File: src/rtl/bitwise_share_arbiter.sv
// bitwise_share_arbiter: one shared XOR unit (lhs ^ rhs) time-multiplexed among
// NUM_REQ valid/ready requesters, each owning a one-entry result slot.
// Default build arbitrates round-robin. Defining BITWISE_SHARE_FIXED_PRIO_EN
// removes the rotating pointer so the lowest eligible index always wins.
module bitwise_share_arbiter #(
    parameter int DATA_TYPE = 32,
    parameter int NUM_REQ   = 2
) (
    input  logic                         clk,
    input  logic                         rst,
    input  logic [NUM_REQ*DATA_TYPE-1:0] lhs,
    input  logic [NUM_REQ-1:0]           lhs_valid,
    input  logic [NUM_REQ*DATA_TYPE-1:0] rhs,
    input  logic [NUM_REQ-1:0]           rhs_valid,
    input  logic [NUM_REQ-1:0]           result_ready,
    output logic [NUM_REQ*DATA_TYPE-1:0] result,
    output logic [NUM_REQ-1:0]           result_valid,
    output logic [NUM_REQ-1:0]           lhs_ready,
    output logic [NUM_REQ-1:0]           rhs_ready
);
    localparam int PTR_W = (NUM_REQ > 1) ? $clog2(NUM_REQ) : 1;

    logic [NUM_REQ-1:0]                full;
    logic [NUM_REQ-1:0][DATA_TYPE-1:0] slot;
    logic [NUM_REQ-1:0]                eligible;
    logic [NUM_REQ-1:0]                rotated;
    logic [PTR_W-1:0]                  scan_start;
    logic                              grant_found;
    int                                grant_offset;
    int                                grant_sum;
    logic [PTR_W-1:0]                  grant_idx;
    logic [NUM_REQ-1:0]                grant_vec;

`ifndef BITWISE_SHARE_FIXED_PRIO_EN
    logic [PTR_W-1:0] ptr;
`endif

    // A requester may fire only with both operands present and room in its slot
    // (a full slot counts as room when it is being drained this same cycle).
    always_comb begin
        eligible = lhs_valid & rhs_valid & (~full | result_ready);
    end

`ifdef BITWISE_SHARE_FIXED_PRIO_EN
    // Fixed priority: the scan always begins at requester 0.
    always_comb begin
        scan_start = '0;
        rotated    = eligible;
    end
`else
    // Round-robin: rotate the eligible vector so bit 0 corresponds to ptr.
    always_comb begin
        scan_start = ptr;
        rotated    = NUM_REQ'({eligible, eligible} >> ptr);
    end
`endif

    // Pick the first eligible requester in scan order and map it back to its index.
    always_comb begin
        grant_found  = 1'b0;
        grant_offset = 0;
        for (int k = NUM_REQ - 1; k >= 0; k--) begin
            if (rotated[k]) begin
                grant_found  = 1'b1;
                grant_offset = k;
            end
        end
        grant_sum = grant_offset + int'(scan_start);
        if (grant_sum >= NUM_REQ) begin
            grant_sum = grant_sum - NUM_REQ;
        end
        grant_idx = PTR_W'(grant_sum);
        grant_vec = '0;
        if (grant_found && !rst) begin
            grant_vec = NUM_REQ'(1) << grant_idx;
        end
    end

    assign lhs_ready    = grant_vec;
    assign rhs_ready    = grant_vec;
    assign result_valid = full;
    assign result       = slot;

    // Slot occupancy: a grant fills the slot, a handshake without a refill empties it.
    always_ff @(posedge clk) begin
        if (rst) begin
            full <= '0;
        end else begin
            full <= grant_vec | (full & ~result_ready);
        end
    end

`ifndef BITWISE_SHARE_FIXED_PRIO_EN
    // Advance the round-robin pointer past the requester just served.
    always_ff @(posedge clk) begin
        if (rst) begin
            ptr <= '0;
        end else if (grant_found) begin
            if (grant_idx == PTR_W'(NUM_REQ - 1)) begin
                ptr <= '0;
            end else begin
                ptr <= grant_idx + PTR_W'(1);
            end
        end
    end
`endif

    // Capture the shared XOR result into the granted requester's slot.
    always_ff @(posedge clk) begin
        for (int i = 0; i < NUM_REQ; i++) begin
            if (grant_vec[i]) begin
                slot[i] <= lhs[i*DATA_TYPE +: DATA_TYPE] ^ rhs[i*DATA_TYPE +: DATA_TYPE];
            end
        end
    end

endmodule

File: config.mk
export PLATFORM = sky130hd
export DESIGN_NAME = bitwise_share_arbiter
export DESIGN_NICKNAME = d
export VERILOG_FILES = /design/src/rtl/bitwise_share_arbiter.sv
export SDC_FILE = /design/constraint.sdc
export NUM_CORES = 1
export LEC_CHECK = 0
export ABC_AREA = 1
export BUFFER_PORTS_ARGS = -buffer_cell sky130_fd_sc_hd__buf_2
export CAP_MARGIN = 10
export CORE_MARGIN = 2
export CORE_UTILIZATION = 23
export DETAILED_ROUTE_END_ITERATION = 7
export GPL_TIMING_DRIVEN = 1
export PLACE_DENSITY_LB_ADDON = 0.2
export SLEW_MARGIN = 25
export SYNTH_ARGS = -nofsm -noshare
export SYNTH_HDL_FRONTEND = slang
export SYNTH_SLANG_ARGS = --single-unit
File: constraint.sdc
create_clock -name clk -period 1.9 [get_ports clk]
set_input_delay 0.095 -clock clk [delete_from_list [all_inputs] [get_ports clk]]
set_output_delay 0.095 -clock clk [all_outputs]
set_load 0.01 [all_outputs]
==> flow_summary.ini, run 1 <==
[sta]
relSlewSlack_pct = 86.5
rsz0062_at_grt = false
finalSetupTns_ns = 0
hold_violations = 0
max_freq_ghz = 0.647
period_needed_ns = 1.54
clock_skew_ns = 0.00565
min_period_over_period_pct = 81.3
finalSetupViolCount = 0
final_max_slew_viol_count = 0
tightest_slew_ns = 0.202
holdWs_ns = 0.0423

[route]
num_vias = 1963
antenna_left = 0
dr.pass1.iters = 4
viasPerCell = 3.76
wl_per_cell_um = 11.6
drtIter0Drc = 44
wl_mm = 6.04
remaining_drc_errors = 0

[clocking]
cts-root-buf = clkbuf_16
numCtsBuffers = 9
ctsHtreeMaxLevel = 3
postCtsHoldBufs = 0
clk_pin_slew_worst_paths_ns = 0.05
clock_latency_ns = 0.32
cts_buffer_depth = 2
cts_tree = built
cts_sinks = 67
cts_resized = 0
postCtsSetupBuffers = 0

[flow_run]
cap_viol_max_count = 0

[die]
core.rowCount = 39
die_x_um = 112
die-area_um2 = 12400
die_h_um = 112
num_io_pins = 206
core_area_um2 = 11400
start_util_pct = 23.4

[synthesis]
synth_top_area_share_pct = 72.2
synth_area_leader_cell = edfxtp_1
synth-seq-cells = 67
syn-num-nets = 294
synth_cell_types = 9
synth_area_per_cell_um2 = 16.8
ys.warnings.count = 0
ys_seq_area_share_pct = 74.5
synth_area_leaders = edfxtp_1, xor2_1, dfxtp_1
synthCells = 158
netlist_area_um2 = 2660

[final_layout]
final_cells = 522
insertedDiodeCount = 0
nNetsFinal = 510
final_core_util_pct = 36.5
drive_gt1_share_pct = 58.6
design_area_um2 = 4160
syn_to_final_growth_pct = 56.2

[grt]
antenna_found_initial = 0
gr-total-overflow = 0
grt_pass1_wl_mm = 9.07
track_usage_pct = 9.68
grt_max_degree = 35
grt_pass1_vias = 1943

[power]
ir_worst_vdd_mv = 0.306
power_density_nw_per_um2 = 854
p_leak_uw = 0.00193
power_frac_comb_pct = 10.5
power.switching_uw = 742
p_seq_share_pct = 48.3
clkPwrFrac_pct = 41.2
switching_share_pct = 20.9
p_int_uw = 2810

[setup_path]
r2r_cells = 7
end_kind = primary output
crit_type = register to primary output
path_max_fanout = 34
start_kind = register
cp.arrival_ns = 1.45
crit_required_ns = 1.80

[worst_hold_path]
worstHoldPathType = input port to register
hold_depth = 4

[placement]
dp_hpwl_mm = 4.85
gp_congestion = 0.702
place_area_um2 = 3890
placed_cells = 506
port-buffer-count = 205

[status]
status = complete, no violations
==> area by class of cell <==
cell class                 instances  area [um2]
clock inverter                     3        15.0
fill                            1134        7210
sequential                        67        1980
timing repair buffer             207        1070
inverter                           7        26.3
multi-input combinational         82         637
clock buffer                      13         250
tap                              143         179
==> sequential cells by signal, indices dropped and copies added (netlist names) <==
signal,cells
result,64
result_valid,2
ptr,1
==> critical path, cell delays in order (launching register included) <==
cell     delay [ns]
dfxtp_1        0.31
inv_1          0.04
nor2_2         0.10
nor2_2         0.06
nand2_1        0.05
nand2_1        0.06
inv_1          0.09
buf_12         0.20
buf_2          0.17
==> logic make-up after synthesis <==
group | count (synthesis) | share of synthesized area, %
XOR/XNOR | 64 | 21.1
buffers and inverters | 9 | 1.55
flip-flops | 67 | 74.5
AND/OR/NAND/NOR | 18 | 2.87
==> cells in the mapped netlist <==
cell type / count
buf_4: 2
nor2_1: 3
nand3_1: 3
xor2_1: 64
nand2_1: 10
inv_1: 7
dfxtp_1: 3
nor2_2: 2
edfxtp_1: 64
==> power groups by stage <==
| stage | registers (uW) | clock network, uW | logic (uW) |
|---|---|---|---|
| after detailed placement | 1740 | 0 | 382 |
| after global placement | 1740 | 0 | 380 |
| final | 1710 | 1460 | 372 |
| after global routing | 1720 | 1580 | 415 |
| after CTS | 1710 | 1520 | 383 |
| after floorplan | 1770 | 0 | 110 |
==> stage by stage <==
stage	power [uW]	worst slack, ns
2_1_floorplan	1880	0.131
3_5_place_dp	2130	0.617
3_3_place_gp	2120	0.639
4_1_cts	3610	0.313
6_report	3550	0.356
5_1_grt	3710	0.211
==> path summary, 6_finish.rpt <==
kind,from,endpoint,slack (ns)
setup / recovery,result_valid[0]$_SDFF_PP0_,lhs_ready[1],0.36
hold reg to reg,result_valid[1]$_SDFF_PP0_,result_valid[1]$_SDFF_PP0_,0.50
setup reg to reg,result_valid[0]$_SDFF_PP0_,result[34]$_DFFE_PP_,0.63
hold / removal,result_ready[0],result_valid[0]$_SDFF_PP0_,0.04
==> routing by layer <==
layer  track usage [%]  vias to the layer above  routed length, um  part of all wire, %
li1                  -                      970                  -                    -
met1              10.4                      829               2360                   39
met2              14.9                      156               2680                   44
met3              5.06                        8                881                   15
met4              6.42                        0                123                  2.0
met5                 0                        -                  0                    0
==> layout by cell type (no fill, tap or decap), types with 3 or more instances in the layout <==
cell type	Yosys	final
nand2_1	10	10
clkbuf_16	0	9
xor2_1	64	64
edfxtp_1	64	64
nor2_1	3	3
buf_2	0	205
dfxtp_1	3	3
nand3_1	3	3
clkbuf_1	0	3
clkinv_2	0	3
inv_1	7	7
No activity file was read; power rests on OpenSTA's default activity.
==> run 2: changes to the inputs <==
==> constraint.sdc (replaced) <==
create_clock -name clk -period 1.46 [get_ports clk]
set_input_delay 0.073 -clock clk [delete_from_list [all_inputs] [get_ports clk]]
set_output_delay 0.073 -clock clk [all_outputs]
set_load 0.01 [all_outputs]
==> flow_summary.ini, run 2 (synthesis gave the netlist of run 1 again) <==
[final_layout]
nNetsFinal = 519
syn_to_final_growth_pct = 61.1
insertedDiodeCount = 0
layout_commonest_cell = buf_2
design_area_um2 = 4290
final_cell_mix = buf_2, xor2_1, edfxtp_1
drive_gt1_share_pct = 61.3
largest_register_ffs = 64

[clocking]
cts_tree = built
cts-root-buf = clkbuf_16
cts_buffer_depth = 2
clk_pin_slew_worst_paths_ns = 0.05
cts_sinks = 67
postCtsHoldBufs = 0
numCtsBuffers = 9
clock_latency_ns = 0.32
ctsHtreeMaxLevel = 3

[sta]
finalSetupViolCount = 0
relSlewSlack_pct = 84.7
finalSetupTns_ns = 0
clock_skew_ns = 0.00550
holdWs_ns = 0.0262
min_period_over_period_pct = 97.5
final_max_slew_viol_count = 0
max_freq_ghz = 0.702
rsz0062_at_grt = true
hold_violations = 0
period_needed_ns = 1.42
tightest_slew_ns = 0.230

[die]
die_x_um = 112
core.rowCount = 39
start_util_pct = 23.4
num_io_pins = 206
die_h_um = 112
die-area_um2 = 12400
core_area_um2 = 11400

[route]
remaining_drc_errors = 0
dr.pass1.iters = 4
num_vias = 1984
wl_per_cell_um = 12.3
drtIter0Drc = 37
wl_mm = 6.53
viasPerCell = 3.74
antenna_left = 0

[setup_path]
end_kind = primary output
reg2reg_to = result[40]$_DFFE_PP_
start_kind = register
cp.arrival_ns = 1.35
crit_type = register to primary output
path_max_fanout = 3
r2r-start = result_valid[1]$_SDFF_PP0_
r2r_cells = 7
r2r_slack_ns = 0.09
crit_required_ns = 1.39

[worst_hold_path]
min_from = result_ready[0]
hold_depth = 4
holdPathEnd = result_valid[0]$_SDFF_PP0_
worstHoldPathType = input port to register

[placement]
dp_hpwl_mm = 4.85
place_area_um2 = 3910
gp_congestion = 0.665
port-buffer-count = 205

[grt]
grt_pass1_wl_mm = 9.81
grt_pass1_vias = 1986
antenna_found_initial = 0
track_usage_pct = 10.4
gr-total-overflow = 0
grt_max_degree = 18

[status]
status = complete, no violations

[power]
power_uw = 4590
p_leak_uw = 0.00196
power_density_nw_per_um2 = 1070
ir_worst_vdd_mv = 0.388

[flow_run]
cap_viol_max_count = 0
run 2: final cells by class:
cell class,count,area (um2)
clock buffer,12,236
clock inverter,4,17.5
fill,1120,7080
inverter,7,33.8
multi-input combinational,82,664
sequential,67,1980
tap,143,179
timing repair buffer,216,1170
run 2: power breakdown:
| group | switching [uW] | internal (uW) | total (uW) |
|---|---|---|---|
| clock network | 703 | 1130 | 1830 |
| logic | 250 | 277 | 527 |
| registers | 17.1 | 2220 | 2230 |
run 2: how the worst max path moves through the flow:
| stage | end | startpoint |
|---|---|---|
| finish | lhs_ready[1] | result_valid[0]$_SDFF_PP0_ |
| global route | rhs_ready[1] | result_valid[0]$_SDFF_PP0_ |
| CTS | lhs_ready[0] | result_valid[1]$_SDFF_PP0_ |
| detailed placement | result[13]$_DFFE_PP_ | result_valid[0]$_SDFF_PP0_ |
| global placement | result[49]$_DFFE_PP_ | result_valid[0]$_SDFF_PP0_ |
| floorplan | result[32]$_DFFE_PP_ | result_valid[0]$_SDFF_PP0_ |
run 2: repair_timing:
| item | CTS | global route |
|---|---|---|
| hold endpoints to repair | 0 | 0 |
| resized for setup | 5 | 3 |
| setup endpoints to repair | 4 | 36 |
| pin swaps | 2 | 1 |
| cloned | 2 | 0 |
| buffers inserted | 3 | 5 |
run 2: metal layers:
metal  routed length [um]  GRT usage [%]  part of all wire (%)
met5                    0              0                     0
met4                   89           4.69                   1.4
met3                  814           4.74                    12
met2                 3020           17.5                    46
met1                 2600           11.4                    40
run 2: critical path, cell delays in order, from the launching register on:
cell,delay [ns]
dfxtp_2,0.32
inv_2,0.06
nor2_4,0.04
nor2_4,0.11
nand2_2,0.06
nand2_2,0.08
clkinvlp_4,0.11
buf_12,0.14
buf_6,0.11
run 2: through the flow:
stage | worst slack, ns | utilization, % | cells
6_report | 0.0364 | 37.7 | 531
5_1_grt | -0.0497 | 37.7 | 531
4_1_cts | 0.00719 | 37.6 | 527
3_5_place_dp | 0.173 | 34.4 | 506
3_3_place_gp | 0.185 | 34.4 | 506
2_1_floorplan | -0.114 | - | 158
